<file path="config.mk">
export PLATFORM = sky130hd
export DESIGN_NAME = rr_arb4
export DESIGN_NICKNAME = d
export VERILOG_FILES = /design/src/rtl/rr_arb4_pkg.sv /design/src/rtl/rr_pick4.sv /design/src/rtl/rr_arb4.sv
export SDC_FILE = /design/constraint.sdc
export NUM_CORES = 1
export LEC_CHECK = 0
export CORE_MARGIN = 2
export CORE_UTILIZATION = 35
export DETAILED_ROUTE_END_ITERATION = 8
export PLACE_DENSITY = 0.56
export SYNTH_ARGS = -nofsm -noshare
export SYNTH_HDL_FRONTEND = slang
export SYNTH_SLANG_ARGS = --single-unit
</file>
<file path="constraint.sdc">
create_clock -name clk -period 2.2 [get_ports clk]
set_clock_uncertainty 0.05 [all_clocks]
set_input_delay 0.33 -clock clk [delete_from_list [all_inputs] [get_ports clk]]
set_output_delay 0.33 -clock clk [all_outputs]
set_load 0.03 [all_outputs]
</file>
<file path="src/rtl/rr_arb4_pkg.sv">
// Shared constants and state type for the 4-way round-robin arbiter.
package rr_arb4_pkg;
  localparam int         NREQ     = 4;
  localparam logic [1:0] LAST_RST = 2'd3;  // req[0] wins first after reset

  typedef enum logic {
    IDLE  = 1'b0,
    GRANT = 1'b1
  } state_t;
endpackage

</file>
<file path="src/rtl/rr_pick4.sv">
// Combinational round-robin picker: scans last+1 .. last (mod 4), first set
// request wins. Produces a one-hot pick and its index; all-zero when req == 0.
module rr_pick4
  import rr_arb4_pkg::*;
(
  input  logic [NREQ-1:0] req,
  input  logic [1:0]      last,
  output logic [NREQ-1:0] pick,
  output logic [1:0]      idx
);

  logic [1:0] cand;
  logic       found;

  // walk the rotated priority order, latching the first requester seen
  always_comb begin
    pick  = '0;
    idx   = '0;
    cand  = '0;
    found = 1'b0;
    for (int k = 1; k <= NREQ; k++) begin
      cand = last + 2'(k);
      if (!found && req[cand]) begin
        found      = 1'b1;
        pick[cand] = 1'b1;
        idx        = cand;
      end
    end
  end

endmodule

</file>
<file path="src/rtl/rr_arb4.sv">
// 4-requester round-robin arbiter with a bounded hold time. A grant lasts
// until done, the owner dropping its request, or MAX_HOLD cycles, and every
// ownership is followed by at least one idle cycle. All outputs are flops.
module rr_arb4
  import rr_arb4_pkg::*;
#(
  parameter int MAX_HOLD = 8
) (
  input  logic       clk,
  input  logic       rst,
  input  logic [3:0] req,
  input  logic       done,
  output logic [3:0] gnt,
  output logic       gnt_valid
);

  localparam logic [7:0] HOLD_END = 8'(MAX_HOLD - 1);

  state_t     state, nxt_state;
  logic [1:0] last, nxt_last;
  logic [7:0] hold, nxt_hold;
  logic [3:0] nxt_gnt;
  logic [3:0] pick;
  logic [1:0] pidx;
  logic       rel;

  rr_pick4 u_pick (
    .req  (req),
    .last (last),
    .pick (pick),
    .idx  (pidx)
  );

  // next-state logic; in GRANT 'last' is the owner index, so it selects the
  // owner's request bit for the release test
  always_comb begin
    nxt_state = state;
    nxt_gnt   = gnt;
    nxt_last  = last;
    nxt_hold  = hold;
    rel       = done | ~req[last] | (hold == HOLD_END);
    case (state)
      IDLE: begin
        nxt_gnt  = '0;
        nxt_hold = '0;
        if (|req) begin
          nxt_state = GRANT;
          nxt_gnt   = pick;
          nxt_last  = pidx;
        end
      end
      GRANT: begin
        if (rel) begin
          nxt_state = IDLE;
          nxt_gnt   = '0;
          nxt_hold  = '0;
        end else begin
          nxt_hold = hold + 8'd1;
        end
      end
      default: begin
        nxt_state = IDLE;
        nxt_gnt   = '0;
        nxt_hold  = '0;
      end
    endcase
  end

  // state and output registers; reset wins over everything
  always_ff @(posedge clk) begin
    if (rst) begin
      state     <= IDLE;
      gnt       <= '0;
      gnt_valid <= 1'b0;
      hold      <= '0;
      last      <= LAST_RST;
    end else begin
      state     <= nxt_state;
      gnt       <= nxt_gnt;
      gnt_valid <= (nxt_state == GRANT);
      hold      <= nxt_hold;
      last      <= nxt_last;
    end
  end

endmodule
</file>
==> flow_summary.yaml, run 1 <==
run_status:
  status: "finished clean"
global_route:
  use_met1_pct: 20.4
  grt_pass1_wl_microns: 3550
  grt_pass1_vias: 766
  top_usage_layer: "met2"
  gr-total-overflow: 0
  grt_max_degree: 12
  use_met2_pct: 20.5
  grt.met3_usage_pct: 0.680
  antenna_found_initial: 0
  grt_usage_pct: 13.4
power:
  p_switching_mw: 0.554
  pwr-share-clk_pct: 11.6
  p_int_mw: 0.767
  cellPowerDensity_nw_per_um2: 1100
  design_power_total_mw: 1.32
  ir_drop_mv: 0.610
  switching_share_pct: 41.9
  p_leak_nw: 0.469
  power_frac_comb_pct: 62.2
  seq_power_share_pct: 26.1
clock_tree:
  cts.sinks: 15
  clk_path_buf_depth: 2
  clock_latency_ns: 0.27
  h-tree-depth: 1
  clk_pin_slew_worst_paths_ns: 0.09
  cts_tree: "yes"
  cts_hold_buf: 0
  cts_setup_buffers: 0
  cts.repair.resized: 0
  root_buffer: "clkbuf_4"
  cts_buffers: 3
drt:
  ant_nets: 0
  routed_wl_microns: 1950
  drcViolationCount: 0
  vias: 793
  drtPass1Iterations: 4
  drtIter0Drc: 10
  viasPerCell: 5.36
  routedWlPerCell_microns: 13.2
logic_synthesis:
  synth_top_family_by_area: "compound AO/OA/AOI/OAI gates"
  ys_types: 37
  syn-mean-instance-area_sq_um: 10.2
  synth_ff_type: "dfxtp_1"
  synthXorXnorAreaFrac_pct: 5.26
  synth_edf_count: 0
  async_reset_ff_share_pct: 0
  synth_top_area_share_pct: 30.1
  netlist_area_sq_um: 998
  ys_warn_count: 0
  ys_ff_latch: 15
  ys_seq_area_share_pct: 30.1
  synth.mux.area_fraction_pct: 12.7
  synth_compound_area_share_pct: 20.8
  synthAdderAreaFrac_pct: 11.3
  synthTopCellsByArea: "dfxtp_1 (30%), ha_1 (11%), mux4_2 (6.8%)"
  synth.largest_area_cell: "dfxtp_1"
  synth_simple_gate_area_share_pct: 17.3
  syn_inst: 98
  synthesis.nets: 114
sta:
  hold_viol_final: 0
  fin_ws_ns: 0.191
  relSlewSlack_pct: 59.7
  rsz0062_at_grt: "no"
  hold_slack_ns: 0.398
  setup_tns_ns: 0
  drv_slew: 0
  period_needed_ns: 2.01
  tightest_slew_ns: 0.603
  fmax_ghz: 0.498
  setup-violations-final: 0
  fin_crit_sh_pct: 91.3
cells_and_area:
  final_core_util_pct: 44.0
  drive_gt1_share_pct: 17.1
  finalNetCount: 134
  final_cell_count_no_fill: 148
  num_antenna_cells: 0
  fin_area_sq_um: 1200
  area_growth_pct: 20.6
setup_path:
  critPathMaxFanout: 5
  worstPathRequired_ns: 2.36
  r2r_start: "last[0]"
  crit_end: "gnt[1]"
  critPathSlowestCell: "ha_1"
  path_class: "register to register"
  reg2reg_slack_ns: 0.19
  start_kind: "register"
  r2r-end: "gnt[1]"
  cp_slowest_stage_delay_ns: 0.37
  worstSetupEndpointType: "register"
  crit_path_cell_trace: "inv_1 -> ha_1 -> mux4_2 -> nand2b_4 -> nor4b_4 -> a22oi_1 -> o21ai_1"
  crit_path_start: "last[0]"
  reg2reg_depth: 7
  worstPathArrival_ns: 2.17
placed_design:
  place_area_sq_um: 1180
  dp_cells: 144
  io_buffers: 11
  gp_congestion: 0.847
  dp_hpwl_microns: 1610
  pre_cts_ws_ns: -0.0216
floorplanning:
  io_pins: 12
  initial_core_util_pct: 36.5
  design.core.area_sq_um: 2730
  rows: 19
  fp.dieW_microns: 57.4
  die_h_microns: 57.4
  die_area_sq_um: 3300
min_path:
  hold_class: "register to register"
  min_from: "hold[0]"
run:
  maxCapViolations: 0
-- placed cells by master, fill, tap and decap left out, types with 4 or more instances in the layout --
| cell | n |
|---|---|
| buf_4 | 6 |
| o21ai_1 | 4 |
| a22oi_1 | 4 |
| a221oi_1 | 4 |
| nand3_1 | 4 |
| nor2_1 | 8 |
| ha_1 | 9 |
| clkdlybuf4s50_1 | 11 |
| dfxtp_1 | 15 |
| o21ai_0 | 7 |
-- worst min path at each step --
stage	slack [ns]	end	depth (start not counted)
3_3_place_gp	0.38	hold[0]	1
4_1_cts	0.41	hold[0]	1
5_1_grt	0.43	hold[0]	1
6_report	0.40	hold[0]	1
2_1_floorplan	0.36	hold[0]	1
3_5_place_dp	0.39	hold[0]	1
-- cells in the mapped netlist (all sizes together) (3+ instances only) --
| library cell | instances |
|---|---|
| ha | 9 |
| xor2 | 3 |
| nand2b | 3 |
| o21ai | 11 |
| mux4 | 4 |
| a22oi | 4 |
| a221oi | 4 |
| inv | 3 |
| a21oi | 4 |
| nor2 | 8 |
| nand3 | 4 |
| dfxtp | 15 |
| xnor2 | 3 |
-- sequential cells by signal, summed over array words and instances (netlist names) --
name and count:
gnt 4, hold 8, last 2, state 1
-- area by class of cell --
| class | count | area [sq um] |
|---|---|---|
| clock buffer | 4 | 26.3 |
| fill | 269 | 1530 |
| inverter | 3 | 11.3 |
| multi-input combinational | 78 | 672 |
| sequential | 15 | 300 |
| tap | 31 | 38.8 |
| timing repair buffer | 17 | 155 |
-- power by group through the flow --
| stage | logic [mW] | clock network, mW | registers, mW |
|---|---|---|---|
| after global placement | 0.824 | 0 | 0.350 |
| after CTS | 0.831 | 0.159 | 0.346 |
| after global routing | 0.909 | 0.178 | 0.353 |
| final | 0.822 | 0.154 | 0.345 |
| after detailed placement | 0.830 | 0 | 0.352 |
| after floorplan | 0.537 | 0 | 0.427 |
-- critical path: cells and delay by family (launching register included) --
family	cells	cell delay, ns
DFF	1	0.34
adders and majority gates	1	0.37
and+or+nand+nor	2	0.54
AOI/OAI and AO/OA	2	0.19
muxes	1	0.34
buffers and inverters	1	0.11
-- per-layer routing --
layer	up-vias	share of wire, %	wire length (microns)
met2	10	47	924
met1	370	51	989
met4	0	0	0
met5	-	0	0
li1	413	-	-
met3	0	2.0	40
-- kinds of logic after synthesis --
group,after synthesis
XOR/XNOR,6
AO/OA/AOI/OAI,29
flip-flops,15
buffers and inverters,5
AND/OR/NAND/NOR,27
adder cells (fa/ha/maj),9
multiplexers,7
Power figures use the tool's default switching activity.
==> run 2, diff against run 1 <==
CORE_UTILIZATION = 58   (was 35)
PLACE_DENSITY = 0.83   (was 0.56)
clock period = 2.38 ns   (was 2.2 ns; I/O delays follow)
==> run 2 against run 1 <==
Effect of this change: total power fell by 7.5%; sequential share of layout area grew 0.89 points; global-route usage rose by 8.9 points; routed wire length is 4.5% higher; critical endpoint is now last[1].
==> flow_summary.yaml, run 2 (same netlist as run 1, synthesis figures left out) <==
drt:
  routedWlPerCell_microns: 15.7
  viasPerCell: 6.58
  drcViolationCount: 0
  routed_wl_microns: 2040
  drtPass1Iterations: 4
  vias: 855
  ant_nets: 0
  drtIter0Drc: 52
clock_tree:
  cts_buffers: 3
  cts.sinks: 15
  clk_path_buf_depth: 2
  root_buffer: "clkbuf_4"
  cts.repair.resized: 0
  h-tree-depth: 1
  cts_hold_buf: 0
  cts_setup_buffers: 0
  clock_latency_ns: 0.28
  cts_tree: "yes"
  clk_pin_slew_worst_paths_ns: 0.09
floorplanning:
  die_area_sq_um: 2070
  io_pins: 12
  die_h_microns: 45.5
  fp.dieW_microns: 45.5
  design.core.area_sq_um: 1560
  initial_core_util_pct: 64.0
  rows: 14
setup_path:
  reg2reg_depth: 7
  r2r_start: "last[0]"
  critPathSlowestCell: "mux4_2"
  worstPathArrival_ns: 2.14
  reg2reg_slack_ns: 0.38
  crit_path_cell_trace: "clkdlybuf4s50_1 -> mux4_2 -> nor2b_4 -> o21ai_0 -> o31ai_2"
  start_kind: "primary input"
  r2r-end: "gnt[3]"
  cp_slowest_stage_delay_ns: 0.62
  worstSetupEndpointType: "register"
  worstPathRequired_ns: 2.52
  critPathMaxFanout: 8
  path_class: "primary input to register"
min_path:
  hold_depth: 1
  min_from: "hold[0]"
  hold_end: "hold[0]"
  hold_class: "register to register"
cells_and_area:
  seq_area_sq_um: 300
  top_regs: "hold x8, gnt x4, last x2"
  num-fill-cells: 113
  finalNetCount: 131
  final_cell_count_no_fill: 130
  final_cell_mix: "dfxtp_1 (15), clkdlybuf4s50_1 (11), ha_1 (9)"
  largest_reg_flops: 8
  multi_input_area_sq_um: 672
  final_common_cell: "dfxtp_1"
  drive_gt1_share_pct: 14.9
  num_antenna_cells: 0
  fin_area_sq_um: 1160
  area_growth_pct: 16.4
  top_register: "hold"
  final_core_util_pct: 74.6
power:
  ir_drop_mv: 0.894
  p_leak_nw: 0.455
  design_power_total_mw: 1.22
  cellPowerDensity_nw_per_um2: 1050
global_route:
  antenna_found_initial: 0
  grt_max_degree: 12
  grt_pass1_vias: 765
  gr-total-overflow: 0
  grt_pass1_wl_microns: 3380
  grt_usage_pct: 22.3
sta:
  relSlewSlack_pct: 58.9
  rsz0062_at_grt: "no"
  hold_viol_final: 0
  fmax_ghz: 0.499
  fin_crit_sh_pct: 84.2
  setup_tns_ns: 0
  period_needed_ns: 2.00
  tightest_slew_ns: 0.616
  setup-violations-final: 0
  drv_slew: 0
placed_design:
  place_area_sq_um: 1140
  dp_hpwl_microns: 1530
  dp_cells: 126
  gp_congestion: 0.832
  io_buffers: 11
run:
  maxCapViolations: 0
run_status:
  status: "finished clean"
==> run 2: cell types whose count changed in the layout (fill, tap and decap cells not counted) <==
cell	delta
buf_4	-3
==> run 2: routing by layer <==
| layer | vias up | global-route usage, % | wire [microns] | share of wire, % |
|---|---|---|---|---|
| li1 | 407 | - | - | - |
| met1 | 398 | 32.0 | 953 | 47 |
| met2 | 44 | 34.9 | 933 | 46 |
| met3 | 6 | 1.19 | 122 | 6.0 |
| met4 | 0 | 8.82 | 31 | 1.5 |
| met5 | - | 0 | 0 | 0 |
==> run 2: power breakdown <==
group	total, mW	internal [mW]	switching, mW
combinational	0.757	0.339	0.418
clock	0.144	0.0649	0.0793
sequential	0.321	0.296	0.0249
==> run 2: how the worst max path moves through the flow <==
stage / startpoint / endpoint / cells past startpoint
5_1_grt: last[0] / gnt[3] / 7
2_1_floorplan: last[0] / gnt[0] / 8
3_5_place_dp: req[2] / last[1] / 5
3_3_place_gp: req[2] / last[1] / 5
4_1_cts: req[2] / last[1] / 5
6_report: req[3] / last[1] / 5
==> run 2: critical path, delay by kind of cell <==
kind                   cells  cell delay, ns
muxes                      1            0.62
buffers and inverters      1            0.53
and+or+nand+nor            1            0.23
AOI/OAI and AO/OA          2            0.41
==> run 2: final cells by class <==
cell class / instances / area share [%]
repair buffers: 14 / 11.4
inverters: 3 / 0.969
flip-flops and latches: 15 / 25.8
multi-input cells: 78 / 57.8
well taps: 16 / 1.72
clock buffers: 4 / 2.26
==> run 2: metrics by stage <==
step | worst slack [ns] | hold slack, ns
2_1_floorplan | 0.346 | 0.363
6_report | 0.377 | 0.405
3_5_place_dp | 0.0949 | 0.390
5_1_grt | 0.232 | 0.427
3_3_place_gp | 0.161 | 0.375
4_1_cts | 0.370 | 0.411
==> run 3, diff against run 2 <==
CORE_UTILIZATION = 54   (was 58)
PLACE_DENSITY = 0.78   (was 0.83)
clock period = 1.85 ns   (was 2.38 ns; I/O delays follow)
==> run 3 against run 2 <==
Effect of this change: clock power increased by 31%; worst hold slack gained 0.0075 ns; clock-buffer cell count did not move; sequential power is 36% higher; cell count grew 17%; global-route usage increased by 2.2 points; the run now ends with negative setup slack left; combinational power increased by 64%; sequential share of layout area fell by 2.4 points.
==> flow_summary.yaml, run 3 (same netlist as run 1, synthesis figures left out) <==
placed_design:
  io_buffers: 11
  gp_congestion: 0.870
  place_area_sq_um: 1220
  pre_cts_ws_ns: -0.383
  dp_cells: 143
  dp_hpwl_microns: 1710
setup_path:
  start_kind: "register"
  critPathSlowestCell: "dfxtp_2"
  path_class: "register to register"
  worstSetupEndpointType: "register"
  critical_path.top_delay_family: "simple AND/OR/NAND/NOR gates"
  worstPathRequired_ns: 2.02
  crit_buf_inv: 1
  critPathMaxFanout: 4
  cp_slowest_stage_delay_ns: 0.35
  worstPathArrival_ns: 2.03
  crit_path_cell_trace: "inv_1 -> ha_4 -> mux4_2 -> nand2b_4 -> nor4b_4 -> a22oi_1 -> o21ai_1"
clock_tree:
  clk_path_buf_depth: 2
  h-tree-depth: 1
  cts_buffers: 3
  clock_latency_ns: 0.29
  cts.sinks: 15
  cts_hold_buf: 0
  cts_tree: "yes"
  root_buffer: "clkbuf_4"
  clk_pin_slew_worst_paths_ns: 0.09
sta:
  fin_ws_ns: -0.00994
  hold_slack_ns: 0.412
  rsz0062_at_grt: "yes"
  setup-violations-final: 4
  period_needed_ns: 1.86
  tightest_slew_ns: 0.590
  relSlewSlack_pct: 60.6
  fmax_ghz: 0.538
  drv_slew: 0
  fin_crit_sh_pct: 101
  hold_viol_final: 0
drt:
  drtIter0Drc: 30
  drcViolationCount: 0
  ant_nets: 0
  drtPass1Iterations: 4
  routedWlPerCell_microns: 15.1
  vias: 887
  routed_wl_microns: 2300
  viasPerCell: 5.84
cells_and_area:
  largest_reg_flops: 8
  num-fill-cells: 141
  top_register: "hold"
  area_growth_pct: 30.3
  final_common_cell: "buf_4"
  fin_area_sq_um: 1300
  drive_gt1_share_pct: 29.1
  num_antenna_cells: 0
  top_regs: "hold x8, gnt x4, last x2"
  final_cell_mix: "buf_4 (14), dfxtp_1 (13), clkdlybuf4s50_1 (9)"
  final_core_util_pct: 75.4
  finalNetCount: 144
  final_cell_count_no_fill: 152
global_route:
  antenna_found_initial: 0
  gr-total-overflow: 0
  grt_usage_pct: 24.5
  grt_max_degree: 9
  grt_pass1_vias: 830
  grt_pass1_wl_microns: 3710
floorplanning:
  fp.dieW_microns: 47
  io_pins: 12
  design.core.area_sq_um: 1730
  initial_core_util_pct: 57.8
  rows: 15
  die_area_sq_um: 2210
  die_h_microns: 47
min_path:
  hold_class: "register to register"
power:
  cellPowerDensity_nw_per_um2: 1440
  p_leak_nw: 0.520
  ir_drop_mv: 1.00
run_status:
  violations: "negative setup slack"
  status: "complete, but fails checks"
run:
  maxCapViolations: 0
-- run 3: stage by stage --
step	setup TNS (ns)	total power [mW]
floorplan	-0.387	1.18
CTS	-0.00290	1.77
global route	-0.456	1.98
detailed placement	-3.74	1.53
global placement	-3.10	1.48
finish	-0.0347	1.87
-- run 3: timing repair --
action | in CTS | in global routing
buffers inserted | 3 | 2
setup endpoints to repair | 6 | 10
pin swaps | 2 | 5
resized for setup | 5 | 6
cloned | 0 | 0
-- run 3: cell type report --
type | instances | area, sq um | area share (%)
inverters | 3 | 11.3 | 0.865
clock buffers | 4 | 26.3 | 2.02
repair buffers | 27 | 235 | 18.1
multi-input cells | 78 | 692 | 53.2
well taps | 25 | 31.3 | 2.40
flip-flops and latches | 15 | 305 | 23.5
-- run 3: worst paths after layout --
path / from / cells after the start / endpoint / slack (ns)
max: last[1] / 7 / gnt[2] / -0.01
min: hold[0] / 1 / hold[0] / 0.41
max reg2reg: last[1] / 7 / gnt[2] / -0.01
min reg2reg: hold[0] / 1 / hold[0] / 0.41
-- run 3: metal layers --
metal | wire length, microns | vias to the layer above | GRT usage, %
li1 | - | 427 | -
met1 | 962 | 417 | 29.8
met2 | 1160 | 36 | 41.4
met3 | 109 | 7 | 2.69
met4 | 68 | 0 | 15.0
met5 | 0 | - | 0
-- run 3: report_power, final --
group | internal [mW] | total [mW] | switching (mW)
sequential | 0.389 | 0.435 | 0.0458
clock | 0.0839 | 0.189 | 0.105
combinational | 0.620 | 1.24 | 0.624
